[src/rtl/alu_seq.sv]
// Sequential ALU with valid/ready handshakes on both sides.
// Ops 0-6 complete in one cycle; op 7 is a shift-add multiplier that is
// present only when ALU_SEQ_MUL_EN is defined. Without it, op 7 returns
// Result=0 with only the Z flag set.
module alu_seq #(
  parameter int unsigned C_WIDTH = 8
) (
  input  logic               clk,
  input  logic               reset_n,
  input  logic [C_WIDTH-1:0] A,
  input  logic [C_WIDTH-1:0] B,
  input  logic [2:0]         OpCode,
  input  logic               in_valid,
  output logic               in_ready,
  output logic [C_WIDTH-1:0] Result,
  output logic [3:0]         Status,
  output logic               out_valid,
  input  logic               out_ready
);

  localparam int unsigned AmtW = $clog2(C_WIDTH);

  typedef enum logic [1:0] {
    StIdle = 2'd0,
    StExec = 2'd1,
    StDone = 2'd2
  } state_e;

  state_e             state_q, state_d;
  logic               accept;
  logic               is_mul;
  logic               mul_done;
  logic [C_WIDTH-1:0] result_q, result_d;
  logic [3:0]         status_q, status_d;

  // Single-cycle datapath signals
  logic [C_WIDTH:0]   sum;
  logic [C_WIDTH:0]   diff;
  logic [C_WIDTH:0]   shl_ext;
  logic [C_WIDTH:0]   shr_ext;
  logic [AmtW-1:0]    amt;
  logic [C_WIDTH-1:0] alu_res;
  logic               alu_c;
  logic               alu_v;

  assign out_valid = (state_q == StDone);
  // Gated by reset_n so the block never advertises readiness during reset.
  assign in_ready  = reset_n & ((state_q == StIdle) | ((state_q == StDone) & out_ready));
  assign accept    = in_valid & in_ready;
  assign Result    = result_q;
  assign Status    = status_q;

`ifdef ALU_SEQ_MUL_EN
  localparam int unsigned CntW = $clog2(C_WIDTH + 1);
  localparam logic [CntW-1:0] CntMax = CntW'(C_WIDTH);

  logic [2*C_WIDTH-1:0] mcand_q;
  logic [2*C_WIDTH-1:0] acc_q;
  logic [C_WIDTH-1:0]   mplier_q;
  logic [CntW-1:0]      cnt_q;

  assign is_mul   = (OpCode == 3'd7);
  assign mul_done = (state_q == StExec) && (cnt_q == CntMax);

  // Shift-add multiplier: one partial product per EXEC cycle until the counter saturates.
  always_ff @(posedge clk or negedge reset_n) begin
    if (!reset_n) begin
      mcand_q  <= '0;
      mplier_q <= '0;
      acc_q    <= '0;
      cnt_q    <= '0;
    end else if (accept && is_mul) begin
      mcand_q  <= {{C_WIDTH{1'b0}}, A};
      mplier_q <= B;
      acc_q    <= '0;
      cnt_q    <= '0;
    end else if ((state_q == StExec) && (cnt_q != CntMax)) begin
      if (mplier_q[0]) begin
        acc_q <= acc_q + mcand_q;
      end
      mcand_q  <= mcand_q << 1;
      mplier_q <= mplier_q >> 1;
      cnt_q    <= cnt_q + 1'b1;
    end
  end
`else
  assign is_mul   = 1'b0;
  assign mul_done = 1'b0;
`endif

  // Combinational result and C/V flags for the single-cycle operations.
  always_comb begin
    amt     = B[AmtW-1:0];
    sum     = {1'b0, A} + {1'b0, B};
    diff    = {1'b0, A} - {1'b0, B};
    // One guard bit on each side catches the last bit shifted out.
    shl_ext = {1'b0, A} << amt;
    shr_ext = {A, 1'b0} >> amt;
    alu_res = '0;
    alu_c   = 1'b0;
    alu_v   = 1'b0;
    unique case (OpCode)
      3'd0: begin
        alu_res = sum[C_WIDTH-1:0];
        alu_c   = sum[C_WIDTH];
        alu_v   = (A[C_WIDTH-1] == B[C_WIDTH-1]) && (sum[C_WIDTH-1] != A[C_WIDTH-1]);
      end
      3'd1: begin
        alu_res = diff[C_WIDTH-1:0];
        alu_c   = diff[C_WIDTH];
        alu_v   = (A[C_WIDTH-1] != B[C_WIDTH-1]) && (diff[C_WIDTH-1] != A[C_WIDTH-1]);
      end
      3'd2: alu_res = A | B;
      3'd3: alu_res = A & B;
      3'd4: alu_res = A ^ B;
      3'd5: begin
        alu_res = shl_ext[C_WIDTH-1:0];
        alu_c   = shl_ext[C_WIDTH];
      end
      3'd6: begin
        alu_res = shr_ext[C_WIDTH:1];
        alu_c   = shr_ext[0];
      end
      3'd7: alu_res = '0;
      default: alu_res = '0;
    endcase
  end

  // Output register load: single-cycle result on accept, product on multiplier completion.
  always_comb begin
    result_d = result_q;
    status_d = status_q;
    if (accept && !is_mul) begin
      result_d = alu_res;
      status_d = {alu_res[C_WIDTH-1], ~|alu_res, alu_c, alu_v};
    end
`ifdef ALU_SEQ_MUL_EN
    else if (mul_done) begin
      result_d = acc_q[C_WIDTH-1:0];
      status_d = {acc_q[C_WIDTH-1], ~|acc_q[C_WIDTH-1:0], |acc_q[2*C_WIDTH-1:C_WIDTH], 1'b0};
    end
`endif
  end

  // Next-state logic for the IDLE/EXEC/DONE controller.
  always_comb begin
    state_d = state_q;
    unique case (state_q)
      StIdle: begin
        if (accept) begin
          state_d = is_mul ? StExec : StDone;
        end
      end
`ifdef ALU_SEQ_MUL_EN
      StExec: begin
        if (mul_done) begin
          state_d = StDone;
        end
      end
`endif
      StDone: begin
        if (out_ready) begin
          if (accept) begin
            state_d = is_mul ? StExec : StDone;
          end else begin
            state_d = StIdle;
          end
        end
      end
      default: state_d = StIdle;
    endcase
  end

  // State and output registers; reset aborts any operation in flight.
  always_ff @(posedge clk or negedge reset_n) begin
    if (!reset_n) begin
      state_q  <= StIdle;
      result_q <= '0;
      status_q <= 4'b0000;
    end else begin
      state_q  <= state_d;
      result_q <= result_d;
      status_q <= status_d;
    end
  end

endmodule

[config.mk]
export PLATFORM = sky130hd
export DESIGN_NAME = alu_seq
export DESIGN_NICKNAME = d
export VERILOG_FILES = /design/src/rtl/alu_seq.sv
export SDC_FILE = /design/constraint.sdc
export NUM_CORES = 1
export LEC_CHECK = 0
export CAP_MARGIN = 10
export CORE_MARGIN = 2
export CORE_UTILIZATION = 30
export DETAILED_ROUTE_END_ITERATION = 12
export PLACE_DENSITY = 0.59
export RECOVER_POWER = 25
export SYNTH_ARGS = -nofsm -noshare
export SYNTH_HDL_FRONTEND = slang
export SYNTH_SLANG_ARGS = --single-unit
[constraint.sdc]
create_clock -name clk -period 2.6 [get_ports clk]
set_input_delay 0.52 -clock clk [delete_from_list [all_inputs] [get_ports clk]]
set_output_delay 0.52 -clock clk [all_outputs]
set_load 0.03 [all_outputs]
# == Word level (Yosys, flattened, before mapping) ==
# Index checks and enable logic that the tools add are counted.
# op_classes
n_addsub,2
n_eq_ne,14
shifts,2
n_mux,7
n_bitwise,7
n_reduce_logical,7
# op_table
op,count
8-bit case mux with 8 select lines,1
3-bit == test (second input constant),4
8-bit by 8-bit adder with 9-bit output,1
8-bit by 3-bit << shifter with 9-bit output,1
9-bit by 3-bit >> shifter with 9-bit output,1
8-bit by 8-bit subtractor with 9-bit output,1
8-bit AND,1
8-bit bitwise OR,1
8-bit OR reduction,1
8-bit XOR,1
3-bit by 2-bit == test with 1-bit output (second input constant),2
2-bit 2-to-1 mux,3
1-bit case mux with 4 select lines,1
2-bit case mux with 2 select lines,1
1-bit AND,3
3-bit by 1-bit == test with 1-bit output (second input constant),1
3-bit zero test,1
1-bit inequality test,3
2-bit == test (second input constant),1
1-bit logical AND,2
2-bit zero test,1
2-bit by 1-bit inequality test with 1-bit output (second input constant),1
2-bit inequality test (second input constant),1
1-bit case mux with 2 select lines,1
other kinds (4),4
# totals
ff_bits,14
elab_cells,42

# == Logic depth before layout (Yosys ltp) ==
# depth
ltp_word,8
mapped_depth,11
mapped_depth_nobuf,10

# == Worst setup path after synthesis ==
# No wires, ideal clock.
# synth_timing
kind,input to register
start,input B[1]
end,"register status_q[2], in the netlist Status[2]"
setup_time_ns,0.104
t_arrival_ns,2.727
setup_slack_ns,-0.231
stages,11
cell_sequence,buf_2 > buf_2 > inv_1 > fa_1 > nor2b_1 > o31a_1 > a21oi_1 > nor3_1 > a211oi_1 > or4_1 > o41ai_2
# synth_between
elab_chain_len,4
elab_cells_between_ends,10
# synth_rtl
element,line,rtl
start: declaration,11,"input logic [C_WIDTH-1:0] B,"
8-bit by 8-bit subtractor with 9-bit output (tied with other cells),95,"diff = {1'b0, A} - {1'b0, B};"
8-bit case mux with 8 select lines *,102,unique case (OpCode)
8-bit OR reduction *,135,"status_d = {alu_res[C_WIDTH-1], ~|alu_res, alu_c, alu_v};"
1-bit zero test *,135,
end signal: assignment,183,status_q <= status_d;
end: declaration,34,"logic [3:0] status_q, status_d;"
# Mark *: on every way between the ends. The rest lies on a longest branch, timed or not.
# A chain may end at the register's enable or synchronous reset.

# == Worst setup path in the final report ==
# layout_timing
start,input B[4]
end,"register result_q[5], in the netlist Result[5]"
# layout_between
elab_chain_len,2
elab_cells_between_ends,3
# layout_rtl
element,line,rtl
8-bit by 8-bit subtractor with 9-bit output or 8-bit by 8-bit adder with 9-bit output (tied branches),"95, 94",
8-bit case mux with 8 select lines *,102,
end signal: assignment,182,result_q <= result_d;
end: declaration,33,"logic [C_WIDTH-1:0] result_q, result_d;"
# Marks and branches as above.

==> flow_metrics.env <==
export IMPL_holdWs_ns=0.484
export IMPL_path_class="in2reg"
export IMPL_async_reset_ff_share_pct=100
export IMPL_place_ws_ns=-0.629
export IMPL_setup_viol=0
export IMPL_power_uw=1260
export IMPL_rsz0062_at_grt="true"
export IMPL_cts_sinks=12
export IMPL_io_buffer_count=36
export IMPL_worstPathArrival_ns=2.65
export IMPL_io_pins=37
export IMPL_yosys_warnings=0
export IMPL_syn_cell_area_um2=2230
export IMPL_synth_top_area_share_pct=14.0
export IMPL_ys_flop_type="dfrtp_1"
export IMPL_slew_limit_headroom_pct=57.2
export IMPL_firstDrtPassIters=4
export IMPL_diodes=0
export IMPL_synth_edff_count=0
export IMPL_grt_usage_pct=19.4
export IMPL_place_congestion=0.946
export IMPL_route_detailed_drc=0
export IMPL_antenna_found_initial=0
export IMPL_final_max_slew_violation_count=0
export IMPL_clkTransAtPathRegs_ns=0.05
export IMPL_routed_wl_um=7930
export IMPL_core_area_um2=7210
export IMPL_max_cap_viol_count=0
export IMPL_ys_ff_latch=12
export IMPL_htreeDepth=1
export IMPL_synth_nets=332
export IMPL_worst_slew_pin_slew_ns=0.641
export IMPL_grt_overflow=0
export IMPL_crit_path_end_kind="register"
export IMPL_status="completed"
export IMPL_syn_avg_cell_area_um2=7.90
export IMPL_skew_ns=0.00513
export IMPL_die_w_um=90.2
export IMPL_drt_initial_drc_count=205
export IMPL_cts_root_buf="clkbuf_8"
export IMPL_hold_viol_final=0
export IMPL_timing_fmax_mhz=396
export IMPL_fin_util_pct=51.0
export IMPL_yosys_area_top_type="ha_1"
export IMPL_synth_area_leaders="ha_1, dfrtp_1, a21oi_1"
export IMPL_grt_max_degree=20
export IMPL_grt_pass1_wl_um=12900
export IMPL_min_period_ns=2.53
export IMPL_vias=2593
export IMPL_hpwl_um=6180
export IMPL_synth_distinct_cells=59
export IMPL_hold_path_class="reg2reg"
export IMPL_worst_slack_ns=0.0725
export IMPL_period_share_pct=97.2
export IMPL_clockBufferDepth=2
export IMPL_ir_worst_vdd_v=0.000138
export IMPL_syn_to_final_growth_pct=65.2
export IMPL_die_h_um=90.2
export IMPL_worstSetupStartpointType="primary input"
export IMPL_p_per_area_nw_per_um2=342
export IMPL_avgViaCountPerCell=5.19
export IMPL_postRouteAntennaNets=0
export IMPL_cp_data_required_time_ns=2.72
export IMPL_start_util_pct=30.9
export IMPL_fin_nets=452
export IMPL_synthCells=282
export IMPL_drive_above_1_share_pct=41.9
export IMPL_cts_hold_buf=0
export IMPL_p_leak_uw=0.00169
export IMPL_avgRoutedWirePerCell_um=15.9
export IMPL_ys_seq_area_share_pct=13.5
export IMPL_crit_fanout=7
export IMPL_cts_tree="built"
export IMPL_die_area_um2=8130
export IMPL_first_global_vias=2554
export IMPL_std_cell_rows=31
export IMPL_clock_latency_ns=0.24
export IMPL_cts_buffers=3
==> metal layers <==
layer	vias to the layer above	share of wire, %	GRT usage, %
li1	1267	-	-
met1	1227	45	25.6
met2	85	48	33.3
met3	14	4.7	1.76
met4	0	2.5	6.41
met5	-	0	0
==> cell families after synthesis <==
family                     synth area share (%)
and+or+nand+nor                            20.3
AOI/OAI and AO/OA                          24.9
buffers and inverters                      8.25
adders and majority gates                  15.8
muxes                                      15.3
DFF                                        13.5
xor gates and xnor gates                   1.97
==> Yosys cell counts, types with 3 or more instances <==
cell	count
nand2_1	28
a21oi_1	27
inv_1	26
ha_1	25
nor2_1	15
dfrtp_1	12
clkbuf_1	11
nand3_1	10
o21ai_0	9
nand2b_1	7
a211oi_1	6
mux2i_1	6
mux4_2	6
nor2b_1	6
nor3_1	6
and3_1	5
xor2_1	4
a221oi_1	3
a22oi_1	3
a31oi_1	3
buf_2	3
mux2_1	3
mux2_2	3
mux4_1	3
o21ai_1	3
o21bai_1	3
o31ai_1	3
==> layout by cell type, fill, tap and decap left out, drive strengths merged, types with 4 or more instances in the layout <==
| master | count |
|---|---|
| a211oi | 6 |
| a21oi | 28 |
| a22oi | 4 |
| and3 | 5 |
| buf | 99 |
| clkbuf | 7 |
| clkdlybuf4s50 | 19 |
| dfrtp | 12 |
| dlygate4sd2 | 10 |
| ha | 25 |
| inv | 27 |
| mux2 | 6 |
| mux2i | 6 |
| mux4 | 9 |
| nand2 | 28 |
| nand2b | 7 |
| nand3 | 10 |
| nor2 | 15 |
| nor2b | 6 |
| nor3 | 6 |
| o21ai | 12 |
| xor2 | 4 |
==> per-stage QoR <==
step	TNS (ns)	instances	cell area (um2)
floorplan	0	282	2260
global placement	-3.77	485	3290
detailed placement	-4.03	485	3290
CTS	0	499	3540
global route	-0.0638	500	3680
finish	0	500	3680
==> cell type report <==
cell class,instances,area [um2]
Fill cell,701,3530
Multi-Input combinational cell,225,1990
Timing Repair Buffer,133,1110
Sequential cell,12,300
Tap cell,99,124
Inverter,27,104
Clock buffer,4,55.1
==> path summary, 6_finish.rpt <==
kind                       slack, ns         to  startpoint  depth (start not counted)
max                             0.07  Result[5]        B[4]                         11
min                             0.48  Result[1]   Result[1]                          2
max reg2reg                     0.66  Status[2]  state_q[1]                          7
min reg2reg                     0.48  Result[1]   Result[1]                          2
max in group asynchronous       1.41  Status[0]     reset_n                          2
min in group asynchronous       0.78  Result[1]     reset_n                          2
==> registers in the layout, summed over array words and instances (netlist names) <==
name	cells
Status	3
Result	8
state_q	1
==> where the power goes <==
part | switching [uW] | internal, uW | leakage (uW) | total (uW)
registers | 18.9 | 224 | 0.000151 | 243
clock network | 67.0 | 134 | 0.0000288 | 201
logic | 413 | 401 | 0.00151 | 814
==> worst max-delay path, cell delays in order <==
cell             delay (ns)
clkdlybuf4s50_1        0.49
inv_2                  0.06
ha_4                   0.31
nand2_1                0.09
a21oi_2                0.16
a211oi_1               0.08
or3_1                  0.32
o31ai_2                0.07
a211oi_2               0.11
buf_4                  0.15
mux2_1                 0.27
==> timing repair <==
| action | in CTS | in global routing |
|---|---|---|
| pin swaps | 15 | 18 |
| setup buffers | 9 | 1 |
| gates resized for setup | 60 | 35 |
| endpoints found under the setup margin | 8 | 6 |
| gates cloned | 1 | 0 |
Note: power is estimated with default switching activity, not from simulation.
